===== src/rtl/dcache1_wb_queue_if.sv =====
// Bus bundle between the dcache1 tag ways / L2 writeback port and the victim writeback queue.
// The queue side uses the slave modport; the cache/L2 environment uses master.
interface dcache1_wb_queue_if #(
    parameter int WB_WIDTH = 37,
    parameter int DEPTH    = 4
);
    logic                       wb_en;
    logic [WB_WIDTH-1:0]        wb_addr;
    logic                       wb_valid;
    logic                       wb_stall;
    logic                       out_req;
    logic [WB_WIDTH-1:0]        out_addr;
    logic                       out_ack;
    logic [WB_WIDTH-1:0]        lookup_addr;
    logic                       lookup_hit;
    logic [$clog2(DEPTH):0]     wb_count;
    logic                       wb_overflow;

    // out_req/out_ack: a request is presented while out_req is high and out_addr
    // holds still; it completes on the first active edge that sees out_ack high.
    modport master (
        output wb_en, wb_addr, wb_valid, out_ack, lookup_addr,
        input  wb_stall, out_req, out_addr, lookup_hit, wb_count, wb_overflow
    );

    modport slave (
        input  wb_en, wb_addr, wb_valid, out_ack, lookup_addr,
        output wb_stall, out_req, out_addr, lookup_hit, wb_count, wb_overflow
    );
endinterface


===== src/rtl/dcache1_wb_queue.sv =====
// In-order victim writeback queue: merges duplicate victims, issues one L2 request at a
// time and reports whether a probed line is still awaiting writeback.
module dcache1_wb_queue #(
    parameter int PADDR_WIDTH = 44,
    parameter int WB_WIDTH    = PADDR_WIDTH - 7,
    parameter int DEPTH       = 4
) (
    input logic              clk,
    input logic              rst,
    dcache1_wb_queue_if.slave bus
);
    localparam int PW = $clog2(DEPTH);
    localparam int CW = PW + 1;

    localparam logic [0:0] IDLE = 1'b0;
    localparam logic [0:0] SEND = 1'b1;

    logic [WB_WIDTH-1:0] addr_q [DEPTH];
    logic [DEPTH-1:0]    vld_q;
    logic [PW-1:0]       head_q;
    logic [PW-1:0]       tail_q;
    logic [CW-1:0]       count_q;
    logic [CW-1:0]       count_next;
    logic [0:0]          state_q;
    logic                overflow_q;

    logic victim;
    logic pop;
    logic dup;
    logic push;
    logic full;
    logic entry_hit;

    always_comb begin
        victim    = bus.wb_en & bus.wb_valid;
        pop       = (state_q == SEND) && bus.out_ack && (count_q != '0);
        full      = (count_q == CW'(DEPTH));
        dup       = 1'b0;
        entry_hit = 1'b0;
        for (int i = 0; i < DEPTH; i++) begin
            // The entry leaving this edge no longer holds the line, so a re-eviction must requeue it.
            if (vld_q[i] && (addr_q[i] == bus.wb_addr) && !(pop && (PW'(i) == head_q)))
                dup = 1'b1;
            if (vld_q[i] && (addr_q[i] == bus.lookup_addr))
                entry_hit = 1'b1;
        end
        push       = victim && !dup && (!full || pop);
        count_next = count_q + CW'(push) - CW'(pop);
    end

    // All state follows the tag pipeline, which updates on the falling edge.
    always_ff @(negedge clk) begin
        if (rst) begin
            vld_q      <= '0;
            head_q     <= '0;
            tail_q     <= '0;
            count_q    <= '0;
            state_q    <= IDLE;
            overflow_q <= 1'b0;
        end else begin
            if (pop) begin
                vld_q[head_q] <= 1'b0;
                head_q        <= head_q + PW'(1);
            end
            if (push) begin
                vld_q[tail_q] <= 1'b1;
                tail_q        <= tail_q + PW'(1);
            end
            if (victim && !dup && full && !pop)
                overflow_q <= 1'b1;
            count_q <= count_next;
            case (state_q)
                IDLE:    if (count_q != '0) state_q <= SEND;
                SEND:    if (pop && (count_next == '0)) state_q <= IDLE;
                default: state_q <= IDLE;
            endcase
        end
    end

    always_ff @(negedge clk) begin
        if (push)
            addr_q[tail_q] <= bus.wb_addr;
    end

    assign bus.wb_stall    = (count_q >= CW'(DEPTH - 1));
    assign bus.out_req     = (state_q == SEND);
    assign bus.out_addr    = (state_q == SEND) ? addr_q[head_q] : '0;
    assign bus.lookup_hit  = (entry_hit & ~rst) | (victim & (bus.wb_addr == bus.lookup_addr));
    assign bus.wb_count    = count_q;
    assign bus.wb_overflow = overflow_q;
endmodule


===== src/flat_wrapper.sv =====
// flat-port wrapper written by rule: the top's interface ports become plain ports
module dcache1_wb_queue_flat 
#(
    parameter int PADDR_WIDTH = 44,
    parameter int WB_WIDTH    = PADDR_WIDTH - 7,
    parameter int DEPTH       = 4
)
  (clk, rst, bus_wb_en, bus_wb_addr, bus_wb_valid, bus_out_ack, bus_lookup_addr, bus_wb_stall, bus_out_req, bus_out_addr, bus_lookup_hit, bus_wb_count, bus_wb_overflow);
  dcache1_wb_queue_if #(.WB_WIDTH(WB_WIDTH), .DEPTH(DEPTH)) bus_i ();
  input logic clk;
  input logic rst;
  input wire logic [$bits(bus_i.wb_en)-1:0] bus_wb_en;
  input wire logic [$bits(bus_i.wb_addr)-1:0] bus_wb_addr;
  input wire logic [$bits(bus_i.wb_valid)-1:0] bus_wb_valid;
  input wire logic [$bits(bus_i.out_ack)-1:0] bus_out_ack;
  input wire logic [$bits(bus_i.lookup_addr)-1:0] bus_lookup_addr;
  output wire logic [$bits(bus_i.wb_stall)-1:0] bus_wb_stall;
  output wire logic [$bits(bus_i.out_req)-1:0] bus_out_req;
  output wire logic [$bits(bus_i.out_addr)-1:0] bus_out_addr;
  output wire logic [$bits(bus_i.lookup_hit)-1:0] bus_lookup_hit;
  output wire logic [$bits(bus_i.wb_count)-1:0] bus_wb_count;
  output wire logic [$bits(bus_i.wb_overflow)-1:0] bus_wb_overflow;
  assign bus_i.wb_en = bus_wb_en;
  assign bus_i.wb_addr = bus_wb_addr;
  assign bus_i.wb_valid = bus_wb_valid;
  assign bus_i.out_ack = bus_out_ack;
  assign bus_i.lookup_addr = bus_lookup_addr;
  assign bus_wb_stall = bus_i.wb_stall;
  assign bus_out_req = bus_i.out_req;
  assign bus_out_addr = bus_i.out_addr;
  assign bus_lookup_hit = bus_i.lookup_hit;
  assign bus_wb_count = bus_i.wb_count;
  assign bus_wb_overflow = bus_i.wb_overflow;
  dcache1_wb_queue #(.PADDR_WIDTH(PADDR_WIDTH), .WB_WIDTH(WB_WIDTH), .DEPTH(DEPTH)) u_core (.clk(clk), .rst(rst), .bus(bus_i));
endmodule

===== config.mk =====
export PLATFORM = sky130hd
export DESIGN_NAME = dcache1_wb_queue_flat
export DESIGN_NICKNAME = d
export VERILOG_FILES = /design/src/rtl/dcache1_wb_queue_if.sv /design/src/rtl/dcache1_wb_queue.sv /design/src/flat_wrapper.sv
export SDC_FILE = /design/constraint.sdc
export NUM_CORES = 1
export LEC_CHECK = 0
export CORE_MARGIN = 3
export CORE_UTILIZATION = 52
export DETAILED_ROUTE_END_ITERATION = 8
export MAX_ROUTING_LAYER = met4
export PLACE_DENSITY = 0.89
export SYNTH_ARGS = -nofsm -noshare
export SYNTH_HDL_FRONTEND = slang
export SYNTH_SLANG_ARGS = --single-unit

===== constraint.sdc =====
create_clock -name clk -period 3.5 [get_ports clk]
set_clock_uncertainty 0.05 [all_clocks]
set_input_delay 0.7 -clock clk [delete_from_list [all_inputs] [get_ports clk]]
set_output_delay 0.7 -clock clk [all_outputs]
set_load 0.1 [all_outputs]

==> results of run 1 <==
-- Yosys cell counts (10+ instances only) --
cell      instances
ha_1             11
mux4_2           37
buf_2            41
and2_1           37
inv_1            13
nand4_1          32
nor3_1           10
xnor2_1          48
clkbuf_1         45
nor4_1           72
edfxtp_1        148
xor2_1          284
dfxtp_1          15
nor2_1           14
-- layer usage --
layer  GRT usage  overflow
met1      0.6523         0
met2      0.8274         1
met3      0.4812         0
met4      0.6333         1
met5           -         -
-- through the flow --
stage | std cells | cell area, um^2
3_5_place_dp | 1464 | 14700
4_1_cts | 1723 | 18080
3_3_place_gp | 1464 | 14700
2_1_floorplan | 847 | 10690
-- kinds of logic after synthesis --
| group | synth area share |
|---|---|
| AOI/OAI and AO/OA | 0.01539 |
| xor gates and xnor gates | 0.2817 |
| adders and majority gates | 0.01527 |
| buffers and inverters | 0.04387 |
| DFF | 0.4596 |
| muxes | 0.08072 |
| and+or+nand+nor | 0.1035 |
-- repair_timing --
item,CTS
pin swaps,83
buffers inserted,55
setup endpoints to repair,203
resized for setup,419
gates cloned,19
==> metrics.log, run 1 <==
[metrics] status: did not finish
[metrics] last flow stage reached: 5_1_grt
[metrics] Error: [ERROR GRT-0116] Global routing finished with congestion. Check the congestion regions in the DRC Viewer.
[metrics] TritonCTS buffer count: 17
[metrics] half-perimeter wire length after detailed placement: 31,970 um
[metrics] share of synthesized area occupied by flip-flops and latches: 0.4596
[metrics] Placement Rows: 50
[metrics] number of buffers on the longest clock path: 2
[metrics] IO Count: 123
[metrics] largest net degree at the start of global routing: 23
[metrics] unique cell type count in the Yosys netlist: 39
[metrics] Post-Syn Area per Cell: 12.19 um^2
[metrics] number of enable-type register cells in the synthesized netlist: 148
[metrics] CTS H-Tree Depth: 4
[metrics] effective utilization at floorplan: 0.5410
[metrics] Synth area leader: edfxtp_1
[metrics] final global-route overflow total: 2
[metrics] portion of synthesized cell area occupied by the leading cell type: 0.4305
[metrics] Cells after Synth: 847
[metrics] port buffer count: 122
[metrics] die boundary height: 146.9 um
[metrics] proportion of synthesized flip-flops having asynchronous set or reset: 0
[metrics] total of hold buffers inserted after clock tree synthesis: 0
[metrics] flip-flop and latch count after synthesis: 163
[metrics] global-route wire length before repair: 99,700 um
[metrics] number of sinks handled by clock tree synthesis: 163
[metrics] Tot GR Track Use: 0.6636
[metrics] CTS root buffer: clkbuf_16
[metrics] post-synthesis instance area: 10,320 um^2
[metrics] count of yosys warnings during synthesis: 0
[metrics] most used flip-flop cell after synthesis: edfxtp_1
[metrics] via count of the first global-routing pass: 14,150
[metrics] post-placement worst setup slack: -2159 ps
[metrics] die boundary width: 146.9 um
[metrics] number of nets in the synthesized netlist: 938
[metrics] ranking of synthesized cells by area: edfxtp_1, xor2_1, mux4_2, nor4_1, xnor2_1
[metrics] routability cong.: 1.216
==> run 2: changes to the inputs <==
--- a/config.mk
+++ b/config.mk
@@ -6,10 +6,9 @@
 export NUM_CORES = 1
 export LEC_CHECK = 0
 export CORE_MARGIN = 3
-export CORE_UTILIZATION = 52
+export CORE_UTILIZATION = 40
 export DETAILED_ROUTE_END_ITERATION = 8
-export MAX_ROUTING_LAYER = met4
-export PLACE_DENSITY = 0.89
+export PLACE_DENSITY_LB_ADDON = 0.15
 export SYNTH_ARGS = -nofsm -noshare
 export SYNTH_HDL_FRONTEND = slang
 export SYNTH_SLANG_ARGS = --single-unit
==> constraint.sdc (replaced) <==
create_clock -name clk -period 4.5 [get_ports clk]
set_clock_uncertainty 0.05 [all_clocks]
set_input_delay 0.9 -clock clk [delete_from_list [all_inputs] [get_ports clk]]
set_output_delay 0.9 -clock clk [all_outputs]
set_load 0.1 [all_outputs]
==> run 2 against run 1 <==
The flow now finishes, with violations (negative setup slack). Synthesized cell count unchanged. Synthesized area is the same.
==> metrics.log, run 2 <==
[metrics] clock insertion delay at the later pin of the skew report: 490 ps
[metrics] failing checks: negative setup slack
[metrics] Largest register FFs: 148
[metrics] count of yosys warnings during synthesis: 0
[metrics] total number of nets in the final design: 1,501
[metrics] commonest non-fill, non-tap cell in the layout: buf_4
[metrics] first-pass iteration count of the detailed router: 5
[metrics] type of element launching the critical path: flip-flop
[metrics] die boundary width: 166.7 um
[metrics] number of enable-type register cells in the synthesized netlist: 148
[metrics] CTS clock-pin slew for the worst setup and hold paths: 40 ps
[metrics] Cells after Synth: 847
[metrics] end of the worst register-to-register path: u_core.bus.out_req$_SDFF_NP0_
[metrics] sequential share of power: 0.274
[metrics] worst setup path start: u_core.addr_q[1][8]$_DFFE_NP_
[metrics] port buffer count: 122
[metrics] antenna violations before repair: 1
[metrics] final critical-path setup slack: -1316 ps
[metrics] unique cell type count in the Yosys netlist: 39
[metrics] number of max-slew violations in the final report: 0
[metrics] number of buffers on the longest clock path: 2
[metrics] proportion of synthesized flip-flops having asynchronous set or reset: 0
[metrics] via count of the first global-routing pass: 9,856
[metrics] post-synthesis instance area: 10,320 um^2
[metrics] Synth area leader: edfxtp_1
[metrics] Comb power frac: 0.412
[metrics] peak supply drop: 0.4176 mV
[metrics] CTS H-Tree Depth: 4
[metrics] capture point of the worst path: bus_lookup_hit
[metrics] CP max stage cell: edfxtp_1
[metrics] proportion of layout cells with a drive suffix above 1: 0.4779
[metrics] portion of synthesized cell area occupied by the leading cell type: 0.4305
[metrics] Tightest Pin Transition: 538.2 ps
[metrics] half-perimeter wire length after detailed placement: 31,940 um
[metrics] routability cong.: 1.011
[metrics] flip-flop and latch count after synthesis: 163
[metrics] relative contribution of the clock network to total power: 0.313
[metrics] CTS root buffer: clkbuf_16
[metrics] area growth from synthesis to layout: 70.11%
[metrics] share of synthesized area occupied by flip-flops and latches: 0.4596
[metrics] Vias/cell: 5.331
[metrics] highest-count cells in the layout ignoring fill and taps: buf_4, xor2_1, inv_1, edfxtp_1, buf_12
[metrics] final setup violating endpoints: 199
[metrics] Post-Syn Area per Cell: 12.19 um^2
[metrics] worst slew slack as a fraction of its limit: 0.6400
[metrics] final core utilization: 0.6954
[metrics] class of the tightest hold or removal check: reg -> reg
[metrics] final global-route overflow total: 0
[metrics] remaining antenna violation count after routing: 0
[metrics] Reg2Reg Launch Point: u_core.addr_q[3][36]$_DFFE_NP_
[metrics] effective utilization at floorplan: 0.4088
[metrics] antenna cell count: 0
[metrics] most used standard cell by instance count after synthesis: xor2_1
[metrics] TritonCTS clock tree: yes
[metrics] number of nets in the synthesized netlist: 938
[metrics] Crit Path Category: reg -> out
[metrics] placed insts: 1,521
[metrics] number of sinks handled by clock tree synthesis: 163
[metrics] Max-Cap Viols: 0
[metrics] status: finished with violations
[metrics] final hold slack: 489.5 ps
[metrics] leakage component of the power: 7.356 nW
[metrics] worst endpoint data arrival time: 4870 ps
[metrics] routed via count: 9,345
[metrics] IO Count: 123
[metrics] most used flip-flop cell after synthesis: edfxtp_1
[metrics] critical path capture point type: primary output
[metrics] count of placed standard cells in the final layout, fillers left out: 1,753
[metrics] routed len/inst: 25.01 um
[metrics] starting DRC count in detailed routing: 1,074
[metrics] Crit path largest cell delay: 440 ps
[metrics] endpoint required time on the critical path: 3550 ps
[metrics] Residual DRC: 0
[metrics] full die area: 27,770 um^2
[metrics] R2R depth: 11
[metrics] switching pwr: 2.793 mW
[metrics] TritonCTS buffer count: 17
[metrics] power density over the cells: 377.6 nW/um^2
[metrics] critical path peak fanout: 2
[metrics] RSZ-0062 raised after global routing: true
[metrics] die boundary height: 166.7 um
[metrics] number of hold violations in the final report: 0
[metrics] register name with the most flops: u_core.addr_q
[metrics] Placement Rows: 58
[metrics] sum of routed wire length over all layers: 43,840 um
[metrics] largest net degree at the start of global routing: 33
[metrics] R2R setup slack: 1290 ps
[metrics] Tot GR Track Use: 0.3027
[metrics] leading cell types by count after synthesis: xor2_1, edfxtp_1, nor4_1
[metrics] cells along the critical path: xnor2_2, buf_4, nand4_1, nor4_2, buf_4, nand4_1, o22ai_2, nor3_2, o32ai_4, buf_12
[metrics] number of filler cells placed in the layout: 1,814
[metrics] internal power of the cells: 3.838 mW
[metrics] global-route wire length before repair: 61,010 um
[metrics] Total Neg Setup Slack: -113,420 ps
[metrics] switch share: 0.4212
[metrics] Std-Cell Core Area: 25,250 um^2
[metrics] ranking of synthesized cells by area: edfxtp_1, xor2_1, mux4_2, nor4_1, xnor2_1
run 2: cell counts after synthesis:
Identical to the previous run, type by type.
run 2: worst min path at each step:
stage,cells past startpoint,from,end,slack [ps]
6_report,2,u_core.bus.wb_overflow$_SDFFE_NP0P_,u_core.bus.wb_overflow$_SDFFE_NP0P_,490
5_1_grt,2,u_core.tail_q[0]$_SDFFE_NP0N_,u_core.tail_q[0]$_SDFFE_NP0N_,520
4_1_cts,2,u_core.bus.wb_overflow$_SDFFE_NP0P_,u_core.bus.wb_overflow$_SDFFE_NP0P_,490
3_5_place_dp,2,u_core.bus.wb_overflow$_SDFFE_NP0P_,u_core.bus.wb_overflow$_SDFFE_NP0P_,490
3_3_place_gp,2,u_core.tail_q[0]$_SDFFE_NP0N_,u_core.tail_q[0]$_SDFFE_NP0N_,470
2_1_floorplan,2,u_core.tail_q[0]$_SDFFE_NP0N_,u_core.tail_q[0]$_SDFFE_NP0N_,440
run 2: metrics by stage:
step	area, um^2	setup slack (ps)	power [mW]
after CTS	16850	-1358	6.517
after floorplan	10690	-828.3	3.470
final	17560	-1316	6.631
after detailed placement	14670	-1816	4.513
after global routing	17560	-1351	6.923
after global placement	14670	-1799	4.504
run 2: metal layers:
layer / track usage / share of wire / vias to the layer above
met1: 0.3757 / 0.39 / 4626
li1: - / - / 4079
met5: 0 / 0.00030 / -
met4: 0.1517 / 0.044 / 2
met3: 0.1016 / 0.093 / 103
met2: 0.4750 / 0.48 / 535
run 2: repair_timing:
item                                    in CTS  in global routing
endpoints found under the setup margin     199                199
pin swaps                                   34                 50
hold buffers                                 0                  0
cloned                                       3                  6
buffers inserted                            27                 10
gates resized for setup                    267                131
run 2: worst max-delay path, delay by kind of cell, from the launching register on:
family	cells	cell delay [ps]
simple gates	4	600
buf+inv	3	560
flops	1	440
compound gates	2	370
xor+xnor	1	170
run 2: kinds of logic (layout without fill, tap and decap cells):
group                      Yosys count  in the layout  synth area share
DFF                                163            163            0.4596
muxes                               37             37           0.08072
buffers and inverters              103            679           0.04387
AOI/OAI and AO/OA                   21             21           0.01539
and+or+nand+nor                    179            179            0.1035
xor gates and xnor gates           332            332            0.2817
adders and majority gates           12             12           0.01527
run 2: power groups by stage:
stage | logic, mW | registers, mW | clock network, mW
floorplan | 1.33 | 1.92 | 0.216
detailed placement | 2.47 | 1.82 | 0.216
CTS | 2.61 | 1.81 | 2.10
finish | 2.73 | 1.82 | 2.08
global placement | 2.47 | 1.82 | 0.216
global route | 2.82 | 1.82 | 2.28
run 2: final cells by class:
cell class | instances | area [um^2] | area share
Clock inverter | 178 | 760.7 | 0.04332
Sequential cell | 163 | 4756 | 0.2708
Inverter | 12 | 45.04 | 0.002565
Timing Repair Buffer | 472 | 4659 | 0.2653
Tap cell | 330 | 412.9 | 0.02351
Multi-Input combinational cell | 581 | 6502 | 0.3703
Clock buffer | 17 | 425.4 | 0.02422
Note: power is estimated with default switching activity, not from simulation.
==> run 3: changes to the inputs <==
--- a/config.mk
+++ b/config.mk
@@ -8,7 +8,9 @@
 export CORE_MARGIN = 3
 export CORE_UTILIZATION = 40
 export DETAILED_ROUTE_END_ITERATION = 8
+export GPL_TIMING_DRIVEN = 0
 export PLACE_DENSITY_LB_ADDON = 0.15
+export REMOVE_ABC_BUFFERS = 1
 export SYNTH_ARGS = -nofsm -noshare
 export SYNTH_HDL_FRONTEND = slang
 export SYNTH_SLANG_ARGS = --single-unit
==> run 3 against run 2 <==
The flow still finishes with violations (negative setup slack). Wire length is 11% lower. Worst hold slack got worse by 73 ps. Combinational power down 11%. Non-clock buffer count down 299. First-iteration DRC count shrank 32%. Register-to-register slack hardly changed. Worst setup slack worse by 67 ps. Cell count decreased by 17%. Power fell by 4.5%. Critical path depth fell by 3.
==> metrics.log, run 3 (synthesis results as in run 2) <==
[metrics] register name with the most flops: u_core.addr_q
[metrics] largest net degree at the start of global routing: 24
[metrics] number of buffers on the longest clock path: 2
[metrics] CTS root buffer: clkbuf_16
[metrics] RSZ-0062 raised after global routing: true
[metrics] failing checks: negative setup slack
[metrics] number of hold violations in the final report: 0
[metrics] Tightest Pin Transition: 743.2 ps
[metrics] endpoint required time on the critical path: 3550 ps
[metrics] routed len/inst: 26.82 um
[metrics] clock insertion delay at the later pin of the skew report: 510 ps
[metrics] number of max-slew violations in the final report: 0
[metrics] type of element launching the critical path: flip-flop
[metrics] status: finished with violations
[metrics] total of hold buffers inserted after clock tree synthesis: 0
[metrics] total number of nets in the final design: 1,203
[metrics] critical path peak fanout: 3
[metrics] worst endpoint data arrival time: 4930 ps
[metrics] die boundary width: 166.7 um
[metrics] proportion of layout cells with a drive suffix above 1: 0.2676
[metrics] cells along the critical path: xor2_1, nor4_1, nand4_1, o22ai_2, nor3_2, o32ai_2, buf_6
[metrics] Placement Rows: 58
[metrics] CP max stage cell: nor4_1
[metrics] highest-count cells in the layout ignoring fill and taps: xor2_1, inv_1, edfxtp_1, buf_12, nor4_1
[metrics] sum of routed wire length over all layers: 39,030 um
[metrics] TritonCTS buffer count: 17
[metrics] Crit path largest cell delay: 590 ps
[metrics] die boundary height: 166.7 um
[metrics] starting DRC count in detailed routing: 728
[metrics] routability cong.: 0.9689
[metrics] peak supply drop: 0.4329 mV
[metrics] worst slew slack as a fraction of its limit: 0.5000
[metrics] antenna violations before repair: 0
[metrics] Total Neg Setup Slack: -127,660 ps
[metrics] antenna cell count: 0
[metrics] power density over the cells: 442.8 nW/um^2
[metrics] via count of the first global-routing pass: 8,612
[metrics] Max-Cap Viols: 0
[metrics] Largest register FFs: 148
[metrics] critical path capture point type: primary output
[metrics] half-perimeter wire length after detailed placement: 27,260 um
[metrics] Tot GR Track Use: 0.2792
[metrics] global-route wire length before repair: 55,760 um
[metrics] overall power consumption: 6.334 mW
[metrics] number of sinks handled by clock tree synthesis: 163
[metrics] first-pass iteration count of the detailed router: 5
[metrics] final setup violating endpoints: 198
[metrics] Vias/cell: 5.521
[metrics] final critical-path setup slack: -1383 ps
[metrics] Crit Path Category: reg -> out
[metrics] full die area: 27,770 um^2
[metrics] leakage component of the power: 5.753 nW
[metrics] IO Count: 123
[metrics] class of the tightest hold or removal check: reg -> reg
[metrics] CTS H-Tree Depth: 4
[metrics] area growth from synthesis to layout: 38.58%
[metrics] remaining antenna violation count after routing: 0
[metrics] Residual DRC: 0
[metrics] CTS clock-pin slew for the worst setup and hold paths: 40 ps
[metrics] final global-route overflow total: 0
[metrics] port buffer count: 122
[metrics] commonest non-fill, non-tap cell in the layout: xor2_1
[metrics] TritonCTS clock tree: yes
[metrics] routed via count: 8,033
[metrics] Std-Cell Core Area: 25,250 um^2
[metrics] effective utilization at floorplan: 0.4088
-- run 3: timing repair --
action,in CTS,in global routing
setup endpoints to repair,203,200
buffers inserted,41,4
pin swaps,56,22
resized for setup,666,31
cloned,4,0
-- run 3: cell type report --
class	instances	area [um^2]
Inverter	12	45.04
Timing Repair Buffer	173	2127
Clock inverter	178	765.7
Tap cell	330	412.9
Sequential cell	163	4756
Multi-Input combinational cell	582	5774
Fill cell	2179	10950
Clock buffer	17	425.4
-- run 3: path summary, 6_finish.rpt --
path	start	end	slack, ps	depth (start not counted)
worst max-delay path	u_core.addr_q[0][35]$_DFFE_NP_	bus_lookup_hit	-1380	7
worst min-delay path	u_core.bus.wb_overflow$_SDFFE_NP0P_	u_core.bus.wb_overflow$_SDFFE_NP0P_	420	2
worst max register to register	u_core.addr_q[3][21]$_DFFE_NP_	u_core.bus.out_req$_SDFF_NP0_	1280	10
worst min register to register	u_core.bus.wb_overflow$_SDFFE_NP0P_	u_core.bus.wb_overflow$_SDFFE_NP0P_	420	2
-- run 3: worst max-delay path, delay by kind of cell (launching register included) --
family	cells	cell delay, ps
and+or+nand+nor	3	910
AOI/OAI and AO/OA	2	400
DFF	1	420
buffers and inverters	1	280
xor gates and xnor gates	1	190
-- run 3: report_power, final --
part	internal [mW]	total, mW	switching (mW)
Clock	0.974	2.06	1.09
Sequential	1.74	1.83	0.0854
Combinational	0.934	2.44	1.51
Total	3.65	6.33	2.68
-- run 3: stage by stage --
stage	utilization	instance area [um^2]	cells	setup WS [ps]	hold WS, ps
floorplan	-	9920	757	-1661	437.7
global placement	0.4575	11550	1209	-4139	409.2
detailed placement	0.4624	11680	1215	-2604	416.0
CTS	0.5598	14140	1452	-1349	419.0
global route	0.5665	14310	1455	-1454	458.5
finish	0.5665	14310	1455	-1383	416.2
-- run 3: metal layers --
metal	routed length, um	global-route usage	vias up
li1	-	-	3542
met1	16190	0.3603	3991
met2	18270	0.4306	426
met3	3190	0.08782	74
met4	1377	0.1313	0
met5	0	0	-
==> run 4: changes to the inputs <==
--- a/config.mk
+++ b/config.mk
@@ -5,12 +5,15 @@
 export SDC_FILE = /design/constraint.sdc
 export NUM_CORES = 1
 export LEC_CHECK = 0
+export ABC_AREA = 1
 export CORE_MARGIN = 3
 export CORE_UTILIZATION = 40
 export DETAILED_ROUTE_END_ITERATION = 8
+export GPL_ROUTABILITY_DRIVEN = 1
 export GPL_TIMING_DRIVEN = 0
 export PLACE_DENSITY_LB_ADDON = 0.15
 export REMOVE_ABC_BUFFERS = 1
+export SLEW_MARGIN = 20
 export SYNTH_ARGS = -nofsm -noshare
 export SYNTH_HDL_FRONTEND = slang
 export SYNTH_SLANG_ARGS = --single-unit
==> run 4 against run 3 <==
The run still ends with negative setup slack left. Critical path depth increased by 3. Register-to-register slack gained 270 ps. Cell count is 40% higher. Die area is 6.0% higher. Via count grew 53%. Critical path type unchanged. Critical endpoint unchanged.
==> metrics.log, run 4 <==
[metrics] Post-Syn Area per Cell: 8.029 um^2
[metrics] most used flip-flop cell after synthesis: edfxtp_1
[metrics] total area of multi-input combinational cells: 6156 um^2
[metrics] leading cell types by count after synthesis: nand2_1, inv_1, edfxtp_1
[metrics] type of element launching the critical path: flip-flop
[metrics] share of synthesized area occupied by flip-flops and latches: 0.4326
[metrics] hold path startpoint: u_core.bus.wb_overflow$_SDFFE_NP0P_
[metrics] via count of the first global-routing pass: 11,460
[metrics] final critical-path setup slack: -1121 ps
[metrics] number of max-slew violations in the final report: 0
[metrics] status: finished with violations
[metrics] TritonCTS buffer count: 17
[metrics] post-placement worst setup slack: -2112 ps
[metrics] first-pass iteration count of the detailed router: 7
[metrics] proportion of layout cells with a drive suffix above 1: 0.2532
[metrics] placed insts: 1,761
[metrics] area of all sequential standard cells: 4757 um^2
[metrics] Tot GR Track Use: 0.3683
[metrics] unique cell type count in the Yosys netlist: 38
[metrics] final design instance area without fill: 16,000 um^2
[metrics] portion of synthesized cell area occupied by the leading cell type: 0.4052
[metrics] antenna violations before repair: 0
[metrics] highest-count cells in the layout ignoring fill and taps: inv_1, nand2_1, edfxtp_1, nor2_1, xnor2_1
[metrics] post-synthesis instance area: 10,970 um^2
[metrics] routability cong.: 1.013
[metrics] Max-Cap Viols: 0
[metrics] half-perimeter wire length after detailed placement: 38,450 um
[metrics] Residual DRC: 0
[metrics] proportion of synthesized flip-flops having asynchronous set or reset: 0
[metrics] clock insertion delay at the later pin of the skew report: 490 ps
[metrics] count of yosys warnings during synthesis: 0
[metrics] routed len/inst: 27.97 um
[metrics] Vias/cell: 6.043
[metrics] CTS root buffer: clkbuf_16
[metrics] number of buffers on the longest clock path: 2
[metrics] endpoint required time on the critical path: 3550 ps
[metrics] peak supply drop: 0.4357 mV
[metrics] final global-route overflow total: 0
[metrics] antenna cell count: 0
[metrics] global-route wire length before repair: 76,940 um
[metrics] number of filler cells placed in the layout: 2,340
[metrics] flip-flop and latch count after synthesis: 163
[metrics] die boundary height: 171.6 um
[metrics] port buffer count: 122
[metrics] critical path capture point type: primary output
[metrics] Placement Rows: 59
[metrics] full die area: 29,440 um^2
[metrics] most used standard cell by instance count after synthesis: nand2_1
[metrics] failing checks: negative setup slack
[metrics] number of hold violations in the final report: 0
[metrics] leakage component of the power: 6.734 nW
[metrics] worst slew slack as a fraction of its limit: 0.5642
[metrics] end of the worst register-to-register path: u_core.bus.out_req$_SDFF_NP0_
[metrics] number of enable-type register cells in the synthesized netlist: 148
[metrics] Largest register FFs: 148
[metrics] final hold slack: 414.9 ps
[metrics] starting DRC count in detailed routing: 1,893
[metrics] Reg2Reg Launch Point: u_core.addr_q[3][13]$_DFFE_NP_
[metrics] overall power consumption: 6.964 mW
[metrics] largest net degree at the start of global routing: 42
[metrics] CTS H-Tree Depth: 4
[metrics] Tightest Pin Transition: 647.7 ps
[metrics] critical path peak fanout: 3
[metrics] remaining antenna violation count after routing: 0
[metrics] number of sinks handled by clock tree synthesis: 163
[metrics] ranking of synthesized cells by area: edfxtp_1, xnor2_1, nand2_1, inv_1, o22ai_1
[metrics] RSZ-0062 raised after global routing: true
[metrics] TritonCTS clock tree: yes
[metrics] Synth area leader: edfxtp_1
[metrics] die boundary width: 171.6 um
[metrics] worst hold stages: 2
[metrics] worst endpoint data arrival time: 4670 ps
[metrics] total number of nets in the final design: 1,781
[metrics] register name with the most flops: u_core.addr_q
[metrics] Placed Instance Area: 12,460 um^2
[metrics] final setup violating endpoints: 191
[metrics] power density over the cells: 435.2 nW/um^2
[metrics] IO Count: 123
[metrics] Crit Path Category: reg -> out
[metrics] area growth from synthesis to layout: 45.89%
[metrics] effective utilization at floorplan: 0.4139
[metrics] Cells after Synth: 1,366
[metrics] Worst Hold Endpoint: u_core.bus.wb_overflow$_SDFFE_NP0P_
[metrics] R2R depth: 16
[metrics] CTS clock-pin slew for the worst setup and hold paths: 50 ps
[metrics] R2R setup slack: 1550 ps
[metrics] routed via count: 12,310
[metrics] commonest non-fill, non-tap cell in the layout: inv_1
[metrics] count of placed standard cells in the final layout, fillers left out: 2,037
[metrics] Std-Cell Core Area: 26,500 um^2
[metrics] sum of routed wire length over all layers: 56,970 um
[metrics] class of the tightest hold or removal check: reg -> reg
## run 4: cell types whose count changed in the layout (fill, tap and decap cells not counted), moves of 67 or more
cell / before / now
o22ai_1: 1 / 98
inv_1: 175 / 316
xnor2_1: 39 / 106
a21oi_2: 0 / 69
nor2_1: 14 / 107
xor2_1: 278 / 22
nand2_1: 2 / 238
## run 4: per-stage QoR
step,util,setup TNS [ps]
finish,0.6038,-58630
global route,0.6038,-58760
CTS,0.5642,-74460
detailed placement,0.4701,-337990
global placement,0.4643,-581790
floorplan,-,-203040
## run 4: area by class of cell
cell class / instances / area share
sequential: 163 / 0.2973
multi-input combinational: 948 / 0.3847
timing repair buffer: 210 / 0.1673
inverter: 185 / 0.04950
tap: 335 / 0.02619
clock buffer: 17 / 0.02659
timing repair inverter: 2 / 0.001095
clock inverter: 177 / 0.04738
## run 4: worst max path at each step
stage / from / endpoint / depth (start not counted)
2_1_floorplan: flip-flop / bus_out_addr[21] / 4
3_3_place_gp: flip-flop / bus_out_addr[2] / 5
3_5_place_dp: bus_wb_addr[2] / u_core.bus.out_req$_SDFF_NP0_ / 17
4_1_cts: u_core.addr_q[3][13]$_DFFE_NP_ / bus_lookup_hit / 10
5_1_grt: u_core.addr_q[2][32]$_DFFE_NP_ / bus_lookup_hit / 10
6_report: u_core.addr_q[3][4]$_DFFE_NP_ / bus_lookup_hit / 10
## run 4: repair_timing
| action | CTS | global route |
|---|---|---|
| gates cloned | 10 | 7 |
| pin swaps | 70 | 103 |
| setup endpoints to repair | 203 | 199 |
| resized for setup | 628 | 331 |
| hold buffers | 0 | 0 |
| setup buffers | 36 | 32 |
## run 4: where the power goes
group | switching [mW] | leakage (nW) | total, mW | internal, mW
registers | 0.113 | 1.47 | 1.87 | 1.75
clock network | 1.18 | 1.16 | 2.16 | 0.976
logic | 1.96 | 4.11 | 2.94 | 0.977
total | 3.26 | 6.73 | 6.96 | 3.71
## run 4: cells by family after synthesis
group	synth area share
adder cells (fa/ha/maj)	0.01437
AND/OR/NAND/NOR	0.1782
AO/OA/AOI/OAI	0.1676
XOR/XNOR	0.1158
buffers and inverters	0.09149
flip-flops	0.4326
## run 4: critical path: stages, from the launching register on
cell	delay [ps]
edfxtp_1	510
xnor2_2	300
nand4_1	130
nor2_1	190
nand3_1	180
nor2_1	140
nor2_1	50
nand2_1	60
nand2_1	60
nand2_2	120
buf_12	180
## run 4: per-layer routing
metal,GRT usage,vias up,part of all wire
met4,0.1865,0,0.063
met3,0.1083,209,0.12
met1,0.4873,5884,0.38
li1,-,5262,-
met5,0,-,0
met2,0.5498,955,0.43
